<file path="src/rtl/hit_judge_pkg.sv">
// hit_judge shared constants: default widths, grade codes, FSM states.
package hit_judge_pkg;

  localparam int CLOCK_W = 32;
  localparam int OCT_W   = 2;
  localparam int NOTE_W  = 3;
  localparam int LEN_W   = 3;

  typedef enum logic [1:0] {
    GRADE_NONE    = 2'd0,
    GRADE_MISS    = 2'd1,
    GRADE_GOOD    = 2'd2,
    GRADE_PERFECT = 2'd3
  } grade_e;

  typedef enum logic [2:0] {
    S_IDLE,
    S_WAIT,
    S_JUDGE,
    S_ADVANCE,
    S_DONE
  } state_e;

endpackage

</file>
<file path="src/rtl/hit_judge_window.sv">
// Timing-window classifier: hit vs expected note -> early flag and grade.
module hit_judge_window
  import hit_judge_pkg::*;
#(
  parameter int CLOCK_BITS  = CLOCK_W,
  parameter int OCTAVE_BITS = OCT_W,
  parameter int NOTE_BITS   = NOTE_W,
  parameter int LENGTH_BITS = LEN_W,
  parameter int PERFECT_WIN = 5,
  parameter int GOOD_WIN    = 15
) (
  input  logic [CLOCK_BITS-1:0]  hit_clock,
  input  logic [OCTAVE_BITS-1:0] hit_octave,
  input  logic [NOTE_BITS-1:0]   hit_note,
  input  logic [LENGTH_BITS-1:0] hit_length,
  input  logic [CLOCK_BITS-1:0]  exp_clock,
  input  logic [OCTAVE_BITS-1:0] exp_octave,
  input  logic [NOTE_BITS-1:0]   exp_note,
  input  logic [LENGTH_BITS-1:0] exp_length,
  output logic                   early,
  output grade_e                 grade
);

  logic [CLOCK_BITS-1:0] err;
  logic [CLOCK_BITS:0]   hit_late;
  logic                  match;
  logic                  same_len;

  always_comb begin
    err = (hit_clock >= exp_clock)
        ? hit_clock - exp_clock
        : exp_clock - hit_clock;
    // one extra bit so the window edge never wraps
    hit_late = {1'b0, hit_clock}
             + (CLOCK_BITS+1)'(GOOD_WIN);
    early = hit_late < {1'b0, exp_clock};
    match = (hit_octave == exp_octave)
         && (hit_note == exp_note);
    same_len = hit_length == exp_length;
    grade = GRADE_MISS;
    if (match && same_len
        && err <= CLOCK_BITS'(PERFECT_WIN))
      grade = GRADE_PERFECT;
    else if (match
        && err <= CLOCK_BITS'(GOOD_WIN))
      grade = GRADE_GOOD;
  end

endmodule

</file>
<file path="src/rtl/hit_judge.sv">
// Grades committed hits against the song stream and keeps
// saturating score / combo / max-combo counters.
module hit_judge
  import hit_judge_pkg::*;
#(
  parameter int CLOCK_BITS  = CLOCK_W,
  parameter int OCTAVE_BITS = OCT_W,
  parameter int NOTE_BITS   = NOTE_W,
  parameter int LENGTH_BITS = LEN_W,
  parameter int PERFECT_WIN = 5,
  parameter int GOOD_WIN    = 15,
  parameter int PERFECT_PTS = 3,
  parameter int SCORE_BITS  = 16,
  parameter int COMBO_BITS  = 10
) (
  input  logic                   clk,
  input  logic                   rst_n,
  input  logic                   en,
  input  logic [CLOCK_BITS-1:0]  system_clock,
  input  logic                   hit_valid,
  input  logic [CLOCK_BITS-1:0]  hit_clock,
  input  logic [OCTAVE_BITS-1:0] hit_octave,
  input  logic [NOTE_BITS-1:0]   hit_note,
  input  logic [LENGTH_BITS-1:0] hit_length,
  input  logic                   exp_valid,
  input  logic [CLOCK_BITS-1:0]  exp_clock,
  input  logic [OCTAVE_BITS-1:0] exp_octave,
  input  logic [NOTE_BITS-1:0]   exp_note,
  input  logic [LENGTH_BITS-1:0] exp_length,
  input  logic                   exp_last,
  output logic                   exp_ready,
  output logic                   grade_valid,
  output logic [1:0]             grade,
  output logic [SCORE_BITS-1:0]  score,
  output logic [COMBO_BITS-1:0]  combo,
  output logic [COMBO_BITS-1:0]  max_combo,
  output logic                   done
);

  state_e state, state_n;

  logic                   en_q, en_rise;
  logic [CLOCK_BITS-1:0]  hclk_q;
  logic [OCTAVE_BITS-1:0] hoct_q;
  logic [NOTE_BITS-1:0]   hnote_q;
  logic [LENGTH_BITS-1:0] hlen_q;
  logic                   last_q, last_n;
  logic                   latch;
  logic                   timeout;
  logic                   early;
  grade_e                 jgrade;

  logic                  ready_n, valid_n, done_n;
  logic [1:0]            grade_n;
  logic [SCORE_BITS-1:0] score_n, pts;
  logic [SCORE_BITS:0]   score_sum;
  logic [COMBO_BITS-1:0] combo_n, max_n;

  assign en_rise = en & ~en_q;
  assign timeout = {1'b0, system_clock}
                 > {1'b0, exp_clock}
                 + (CLOCK_BITS+1)'(GOOD_WIN);

  hit_judge_window #(
    .CLOCK_BITS  (CLOCK_BITS),
    .OCTAVE_BITS (OCTAVE_BITS),
    .NOTE_BITS   (NOTE_BITS),
    .LENGTH_BITS (LENGTH_BITS),
    .PERFECT_WIN (PERFECT_WIN),
    .GOOD_WIN    (GOOD_WIN)
  ) u_window (
    .hit_clock  (hclk_q),
    .hit_octave (hoct_q),
    .hit_note   (hnote_q),
    .hit_length (hlen_q),
    .exp_clock  (exp_clock),
    .exp_octave (exp_octave),
    .exp_note   (exp_note),
    .exp_length (exp_length),
    .early      (early),
    .grade      (jgrade)
  );

  always_comb begin
    state_n = state;
    latch   = 1'b0;
    last_n  = last_q;
    grade_n = grade;
    score_n = score;
    combo_n = combo;
    max_n   = max_combo;
    pts = (grade == GRADE_PERFECT)
        ? SCORE_BITS'(PERFECT_PTS)
        : (grade == GRADE_GOOD)
        ? SCORE_BITS'(1) : '0;
    score_sum = {1'b0, score} + {1'b0, pts};
    unique case (state)
      S_IDLE: if (en_rise) begin
        score_n = '0;
        combo_n = '0;
        max_n   = '0;
        state_n = S_WAIT;
      end
      S_WAIT: if (exp_valid) begin
        if (hit_valid) begin
          latch   = 1'b1;
          state_n = S_JUDGE;
        end else if (timeout) begin
          grade_n = GRADE_MISS;
          last_n  = exp_last;
          state_n = S_ADVANCE;
        end
      end
      S_JUDGE: if (early) begin
        state_n = S_WAIT;
      end else begin
        grade_n = jgrade;
        last_n  = exp_last;
        state_n = S_ADVANCE;
      end
      S_ADVANCE: begin
        score_n = score_sum[SCORE_BITS]
                ? '1 : score_sum[SCORE_BITS-1:0];
        if (grade == GRADE_MISS)
          combo_n = '0;
        else
          combo_n = (&combo) ? combo
                  : combo + 1'b1;
        max_n = (combo_n > max_combo)
              ? combo_n : max_combo;
        state_n = last_q ? S_DONE : S_WAIT;
      end
      S_DONE: ;
      default: state_n = S_IDLE;
    endcase
    // abort: drop everything in flight
    if (state != S_IDLE && !en) begin
      state_n = S_IDLE;
      latch   = 1'b0;
      grade_n = grade;
      score_n = score;
      combo_n = combo;
      max_n   = max_combo;
    end
    ready_n = state_n == S_ADVANCE;
    valid_n = state_n == S_ADVANCE;
    done_n  = state_n == S_DONE;
  end

  always_ff @(posedge clk or negedge rst_n) begin
    if (!rst_n) begin
      state       <= S_IDLE;
      en_q        <= 1'b0;
      last_q      <= 1'b0;
      exp_ready   <= 1'b0;
      grade_valid <= 1'b0;
      grade       <= GRADE_NONE;
      done        <= 1'b0;
      score       <= '0;
      combo       <= '0;
      max_combo   <= '0;
    end else begin
      state       <= state_n;
      en_q        <= en;
      last_q      <= last_n;
      exp_ready   <= ready_n;
      grade_valid <= valid_n;
      grade       <= grade_n;
      done        <= done_n;
      score       <= score_n;
      combo       <= combo_n;
      max_combo   <= max_n;
    end
  end

  always_ff @(posedge clk or negedge rst_n) begin
    if (!rst_n) begin
      hclk_q  <= '0;
      hoct_q  <= '0;
      hnote_q <= '0;
      hlen_q  <= '0;
    end else if (latch) begin
      hclk_q  <= hit_clock;
      hoct_q  <= hit_octave;
      hnote_q <= hit_note;
      hlen_q  <= hit_length;
    end
  end

endmodule

</file>
<file path="config.mk">
export PLATFORM = sky130hd
export DESIGN_NAME = hit_judge
export DESIGN_NICKNAME = d
export VERILOG_FILES = /design/src/rtl/hit_judge_pkg.sv /design/src/rtl/hit_judge_window.sv /design/src/rtl/hit_judge.sv
export SDC_FILE = /design/constraint.sdc
export NUM_CORES = 1
export LEC_CHECK = 0
export ABC_AREA = 1
export BUFFER_PORTS_ARGS = -buffer_cell sky130_fd_sc_hd__buf_4
export CAP_MARGIN = 20
export CORE_AREA = 2 2 177 179
export CTS_CLUSTER_SIZE = 8
export DETAILED_ROUTE_END_ITERATION = 8
export DIE_AREA = 0 0 179 181
export GPL_TIMING_DRIVEN = 0
export PLACE_DENSITY_LB_ADDON = 0.3
export SLEW_MARGIN = 20
export SYNTH_ARGS = -nofsm -noshare
export SYNTH_HDL_FRONTEND = slang
export SYNTH_SLANG_ARGS = --single-unit
</file>
<file path="constraint.sdc">
create_clock -name clk -period 5.4 [get_ports clk]
set_input_delay 0.54 -clock clk [delete_from_list [all_inputs] [get_ports clk]]
set_output_delay 0.54 -clock clk [all_outputs]
set_load 0.01 [all_outputs]
</file>
==> flow_summary.json, run 1 <==
{
  "finalHoldViolCount": 0,
  "r2r_end": "grade[0]",
  "cts_root_buf": "clkbuf_16",
  "wl_per_cell_um": 15.6,
  "fin_skew_ns": 0.0116,
  "gp_congestion": 0.942,
  "synth_fa_ha_area_share_pct": 15.2,
  "clkSinkCount": 85,
  "syn_to_final_growth_pct": 16.5,
  "yosys-mux-area-fraction_pct": 0.839,
  "worst_path_most_repeated_cell": "nand2_1",
  "period_share_pct": 84.9,
  "multiInputGateArea_um2": 8400,
  "drt-initial-drc-count": 763,
  "insertion_delay_ns": 0.37,
  "core_um2": 30300,
  "synthArstFlopShare_pct": 100,
  "grt_max_degree": 86,
  "ys.flop_type": "dfrtp_1",
  "cp.required_ns": 5.66,
  "syn_area_um2": 12100,
  "fp.dieW_um": 179,
  "finalCoreUtilization_pct": 46.4,
  "crit_path_max_incr_delay_ns": 0.43,
  "hold_slack_ns": 0.241,
  "drt-pass1-iter-count": 5,
  "clock_path_buffers": 2,
  "cp.arrival_ns": 4.84,
  "start_kind": "flip-flop",
  "p_total_mw": 5.88,
  "drv_cap": 0,
  "antenna_found_initial": 0,
  "wirelength_um": 40600,
  "ctsHoldBuffers": 0,
  "rsz0062_at_grt": "false",
  "crit_cells": 26,
  "crit_path_end": "grade[0]",
  "drc": 0,
  "final_area_um2": 14100,
  "grt_pass1_wl_um": 64700,
  "cts_buffers": 9,
  "dp.cells": 2578,
  "final_common_cell": "nand2_1",
  "die_area_um2": 32400,
  "setup_viol": 0,
  "synth_top_family_by_area": "simple AND/OR/NAND/NOR gates",
  "min_period_ns": 4.59,
  "yosysWarnings": 0,
  "cp-end-kind": "flip-flop",
  "seq_area_frac_synth_pct": 17.6,
  "start_util_pct": 39.8,
  "fp.dieH_um": 181,
  "synth_compound_area_share_pct": 9.44,
  "track_usage_pct": 25.3,
  "crit_type": "flip-flop to flip-flop",
  "post-cts-setup-buffers": 0,
  "cts_htree_levels": 3,
  "synth_edf_count": 0,
  "fmax_mhz": 218,
  "avgSynthCellArea_um2": 5.97,
  "hp-class": "input port to asynchronous set/reset pin",
  "r2r-start": "hclk_q[1]",
  "crit_start": "hclk_q[1]",
  "cts_tree": "built",
  "cp_slowest_cell": "dfrtp_1",
  "synth-seq-cells": 85,
  "synthCells": 2024,
  "setup_tns_ns": 0,
  "synthSimpleGateAreaFrac_pct": 37.7,
  "cts_resized": 0,
  "diodes": 0,
  "via_count": 12900,
  "antenna_left": 0,
  "vdd_drop_max_v": 0.000193,
  "viasPerCell": 4.98,
  "fin_cells": 2594,
  "worstMarginPinSlew_ns": 0.863,
  "report.final.slew_viol_count": 0,
  "power_density_nw_per_um2": 418,
  "synth_cell_types": 47,
  "clk_pin_slew_ns": 0.07,
  "synth_xor_area_share_pct": 6.31,
  "rrSetupSlack_ns": 0.81,
  "seqCellArea_um2": 2130,
  "status": "completed",
  "place_area_um2": 13800,
  "rows": 64,
  "ios": 159,
  "io_buffers": 158,
  "grt_remaining_overflow": 0,
  "final_cell_mix": "nand2_1, inv_1, nor2_1",
  "final.setup.worst_slack_ns": 0.815,
  "drive_gt1_share_pct": 10.6,
  "grt_pass1_vias": 12700,
  "preCtsSetupSlack_ns": 0.614,
  "cp_top_family": "simple AND/OR/NAND/NOR gates",
  "p_leak_nw": 8.03,
  "dp_hpwl_um": 34500,
  "path_buf_inv": 3,
  "nNetsFinal": 2456,
  "crit_path_max_fanout": 4,
  "relSlewSlack_pct": 42.5,
  "fill_cells": 3190,
  "synth_fp_nets": 2287,
  "rr_worst_depth": 26
}
-- routing by layer --
| layer | global-route usage (%) | wire (µm) |
|---|---|---|
| met1 | 31.5 | 17300 |
| met2 | 43.8 | 19500 |
| met3 | 4.50 | 2630 |
| met4 | 8.20 | 1110 |
| met5 | 0 | 0 |
-- logic make-up after synthesis --
family,Yosys count
simple gates,1088
buf+inv,394
compound gates,216
fa+ha+maj,145
xor+xnor,87
flops,85
mux,9
-- where the power goes --
group,internal [mW],switching [mW],leakage (nW)
clock network,0.405,0.279,0.147
logic,1.47,2.73,6.83
registers,0.806,0.198,1.05
total,2.68,3.21,8.03
-- sequential cells by signal (all words and copies together) (netlist names), 2 cells and up --
name	cells
score	16
combo	10
hoct_q	2
hclk_q	32
grade	2
max_combo	10
hnote_q	3
state	3
hlen_q	3
-- Yosys cell counts, types with 5 or more instances --
master / n / area [µm²]
nor3_1: 39 / 195
clkbuf_1: 11 / 41.3
nand2_2: 10 / 62.6
nand4_1: 38 / 238
nand2_1: 687 / 2580
nand3_1: 88 / 440
nand3b_1: 9 / 67.6
a21oi_1: 125 / 626
nor2_4: 5 / 56.3
nor2_1: 180 / 676
o21bai_1: 5 / 37.5
xnor2_1: 7 / 61.3
nor4_1: 8 / 50.1
mux2_2: 9 / 101
xor2_1: 80 / 701
inv_1: 361 / 1360
o22ai_1: 7 / 43.8
dfrtp_1: 85 / 2130
inv_2: 5 / 18.8
o21ai_0: 60 / 300
ha_1: 142 / 1780
nor2_2: 6 / 37.5
-- layout make-up --
type / instances / area share, %
Clock inverter: 4 / 0.516
Clock buffer: 12 / 1.68
Timing Repair Buffer: 158 / 8.46
Tap cell: 396 / 3.52
Sequential cell: 85 / 15.1
Buffer: 25 / 1.17
Multi-Input combinational cell: 1545 / 59.7
Inverter: 369 / 9.86
-- worst min path at each step --
| stage | start | end | slack (ns) | depth (start not counted) |
|---|---|---|---|---|
| floorplan | rst_n | combo[0] | 0.24 | 0 |
| global placement | score[0] | score[0] | 0.50 | 2 |
| detailed placement | combo[8] | combo[8] | 0.50 | 2 |
| CTS | rst_n | combo[1] | 0.28 | 1 |
| global route | en | en_q | 0.30 | 1 |
| finish | rst_n | combo[2] | 0.24 | 1 |
(Power assumes the default switching activity.)
==> run 2, diff against run 1 <==
Clock period 5.4 ns to 4.6 ns, I/O delays scaled along.
==> run 2 against run 1 <==
Effect of this change: global-route usage hardly changed; critical endpoint unchanged; routed wire length is 0.18% higher; worst setup slack worse by 0.46 ns; combinational power is 18% higher.
==> flow_summary.json, run 2 (synthesized netlist as in run 1, its figures left out) <==
{
  "status": "completed",
  "antenna_found_initial": 0,
  "clock_path_buffers": 2,
  "final_common_cell": "nand2_1",
  "finalHoldViolCount": 0,
  "clkSinkCount": 85,
  "crit_type": "flip-flop to flip-flop",
  "wl_per_cell_um": 15.7,
  "cts_htree_levels": 3,
  "clk_pin_slew_ns": 0.07,
  "top_usage_layer": "met2",
  "crit_path_max_incr_delay_ns": 0.44,
  "final.setup.worst_slack_ns": 0.354,
  "via_count": 13000,
  "report.final.slew_viol_count": 0,
  "vdd_drop_max_v": 0.000228,
  "cp-end-kind": "flip-flop",
  "cts_tree": "built",
  "rows": 64,
  "p_total_mw": 6.93,
  "drc": 0,
  "cts_root_buf": "clkbuf_16",
  "grt.met2_usage_pct": 43.8,
  "start_kind": "flip-flop",
  "power_frac_seq_pct": 17.0,
  "cp.arrival_ns": 4.50,
  "diodes": 0,
  "wirelength_um": 40700,
  "gr-usage-met1_pct": 31.5,
  "period_share_pct": 92.3,
  "met3_usage_pct": 4.50,
  "grt_pass1_vias": 12700,
  "drv_cap": 0,
  "final_cell_mix": "nand2_1, inv_1, nor2_1",
  "start_util_pct": 39.8,
  "cp.required_ns": 4.86,
  "drt-pass1-iter-count": 6,
  "ctsHoldBuffers": 0,
  "min_period_ns": 4.25,
  "drive_gt1_share_pct": 11.1,
  "crit_path_max_fanout": 5,
  "power_density_nw_per_um2": 491,
  "fin_skew_ns": 0.0124,
  "ios": 159,
  "setup_viol": 0,
  "preCtsSetupSlack_ns": -0.106,
  "cts_buffers": 9,
  "io_buffers": 158,
  "relSlewSlack_pct": 43.0,
  "finalCoreUtilization_pct": 46.5,
  "grt_remaining_overflow": 0,
  "largestRegisters": "hclk_q (32), score (16)",
  "place_area_um2": 13800,
  "clockPowerShare_pct": 11.6,
  "cp_slowest_cell": "dfrtp_1",
  "worstMarginPinSlew_ns": 0.855,
  "drt-initial-drc-count": 786,
  "swShare_pct": 54.6,
  "p_comb_share_pct": 71.4,
  "fp.dieH_um": 181,
  "rsz0062_at_grt": "false",
  "grt_pass1_wl_um": 64700,
  "largest_reg_flops": 32,
  "fp.dieW_um": 179,
  "grt_max_degree": 86,
  "die_area_um2": 32400,
  "worst_path_most_repeated_cell": "nand2_1",
  "p_int_mw": 3.15,
  "hp-class": "input port to asynchronous set/reset pin",
  "insertion_delay_ns": 0.37,
  "gp_congestion": 0.942,
  "dp_hpwl_um": 34500,
  "p_leak_nw": 8.03,
  "track_usage_pct": 25.3,
  "fmax_mhz": 235,
  "nNetsFinal": 2456,
  "antenna_left": 0,
  "viasPerCell": 5.00,
  "switching_power_mw": 3.79,
  "syn_to_final_growth_pct": 16.9,
  "hold_slack_ns": 0.169,
  "top_register": "hclk_q",
  "final_area_um2": 14100,
  "core_um2": 30300
}
## run 2: routing by layer
metal	part of all wire [%]	up-vias
met5	0	-
met4	2.8	0
met3	6.5	52
met2	48	369
met1	43	5885
li1	-	6659
## run 2: path summary, 6_finish.rpt
| kind | from | end | slack [ns] | cells past startpoint |
|---|---|---|---|---|
| worst max-delay path | hclk_q[2] | grade[0] | 0.35 | 28 |
| worst min-delay path | rst_n | combo[2] | 0.17 | 1 |
| worst max register to register | hclk_q[2] | grade[0] | 0.35 | 28 |
| worst min register to register | hlen_q[1] | hlen_q[1] | 0.53 | 1 |
| max in group asynchronous | rst_n | hclk_q[1] | 3.79 | 1 |
| min in group clk | en | en_q | 0.23 | 1 |
## run 2: power groups by stage
stage | clock network, mW | logic [mW] | registers [mW]
floorplan | 0 | 3.59 | 1.13
global placement | 0 | 4.79 | 1.18
detailed placement | 0 | 4.86 | 1.19
CTS | 0.814 | 4.88 | 1.17
global route | 0.843 | 5.59 | 1.21
finish | 0.804 | 4.95 | 1.18
## run 2: timing repair
action | 4_1_cts | 5_1_grt
setup buffers | 0 | 0
endpoints found under the hold margin | 0 | 0
endpoints found under the setup margin | 1 | 5
gates cloned | 0 | 0
pin swaps | 0 | 0
resized for setup | 1 | 11
## run 2: through the flow
| stage | cells | TNS (ns) |
|---|---|---|
| after floorplan | 2024 | 0 |
| after global placement | 2578 | -0.0498 |
| after detailed placement | 2578 | -0.106 |
| after CTS | 2594 | 0 |
| after global routing | 2594 | 0 |
| final | 2594 | 0 |
## run 2: cell type report
| type | instances | area, µm² |
|---|---|---|
| sequential | 85 | 2130 |
| inverter | 369 | 1390 |
| clock buffer | 12 | 236 |
| fill | 3181 | 16200 |
| tap | 396 | 495 |
| clock inverter | 4 | 72.6 |
| buffer | 25 | 164 |
| timing repair buffer | 158 | 1190 |
| multi-input combinational | 1545 | 8440 |
## run 2: worst max-delay path, delay by kind of cell (launching register included)
| family | cells | cell delay, ns |
|---|---|---|
| fa+ha+maj | 1 | 0.28 |
| flops | 1 | 0.44 |
| buf+inv | 3 | 0.23 |
| compound gates | 1 | 0.11 |
| xor+xnor | 1 | 0.16 |
| simple gates | 22 | 2.87 |
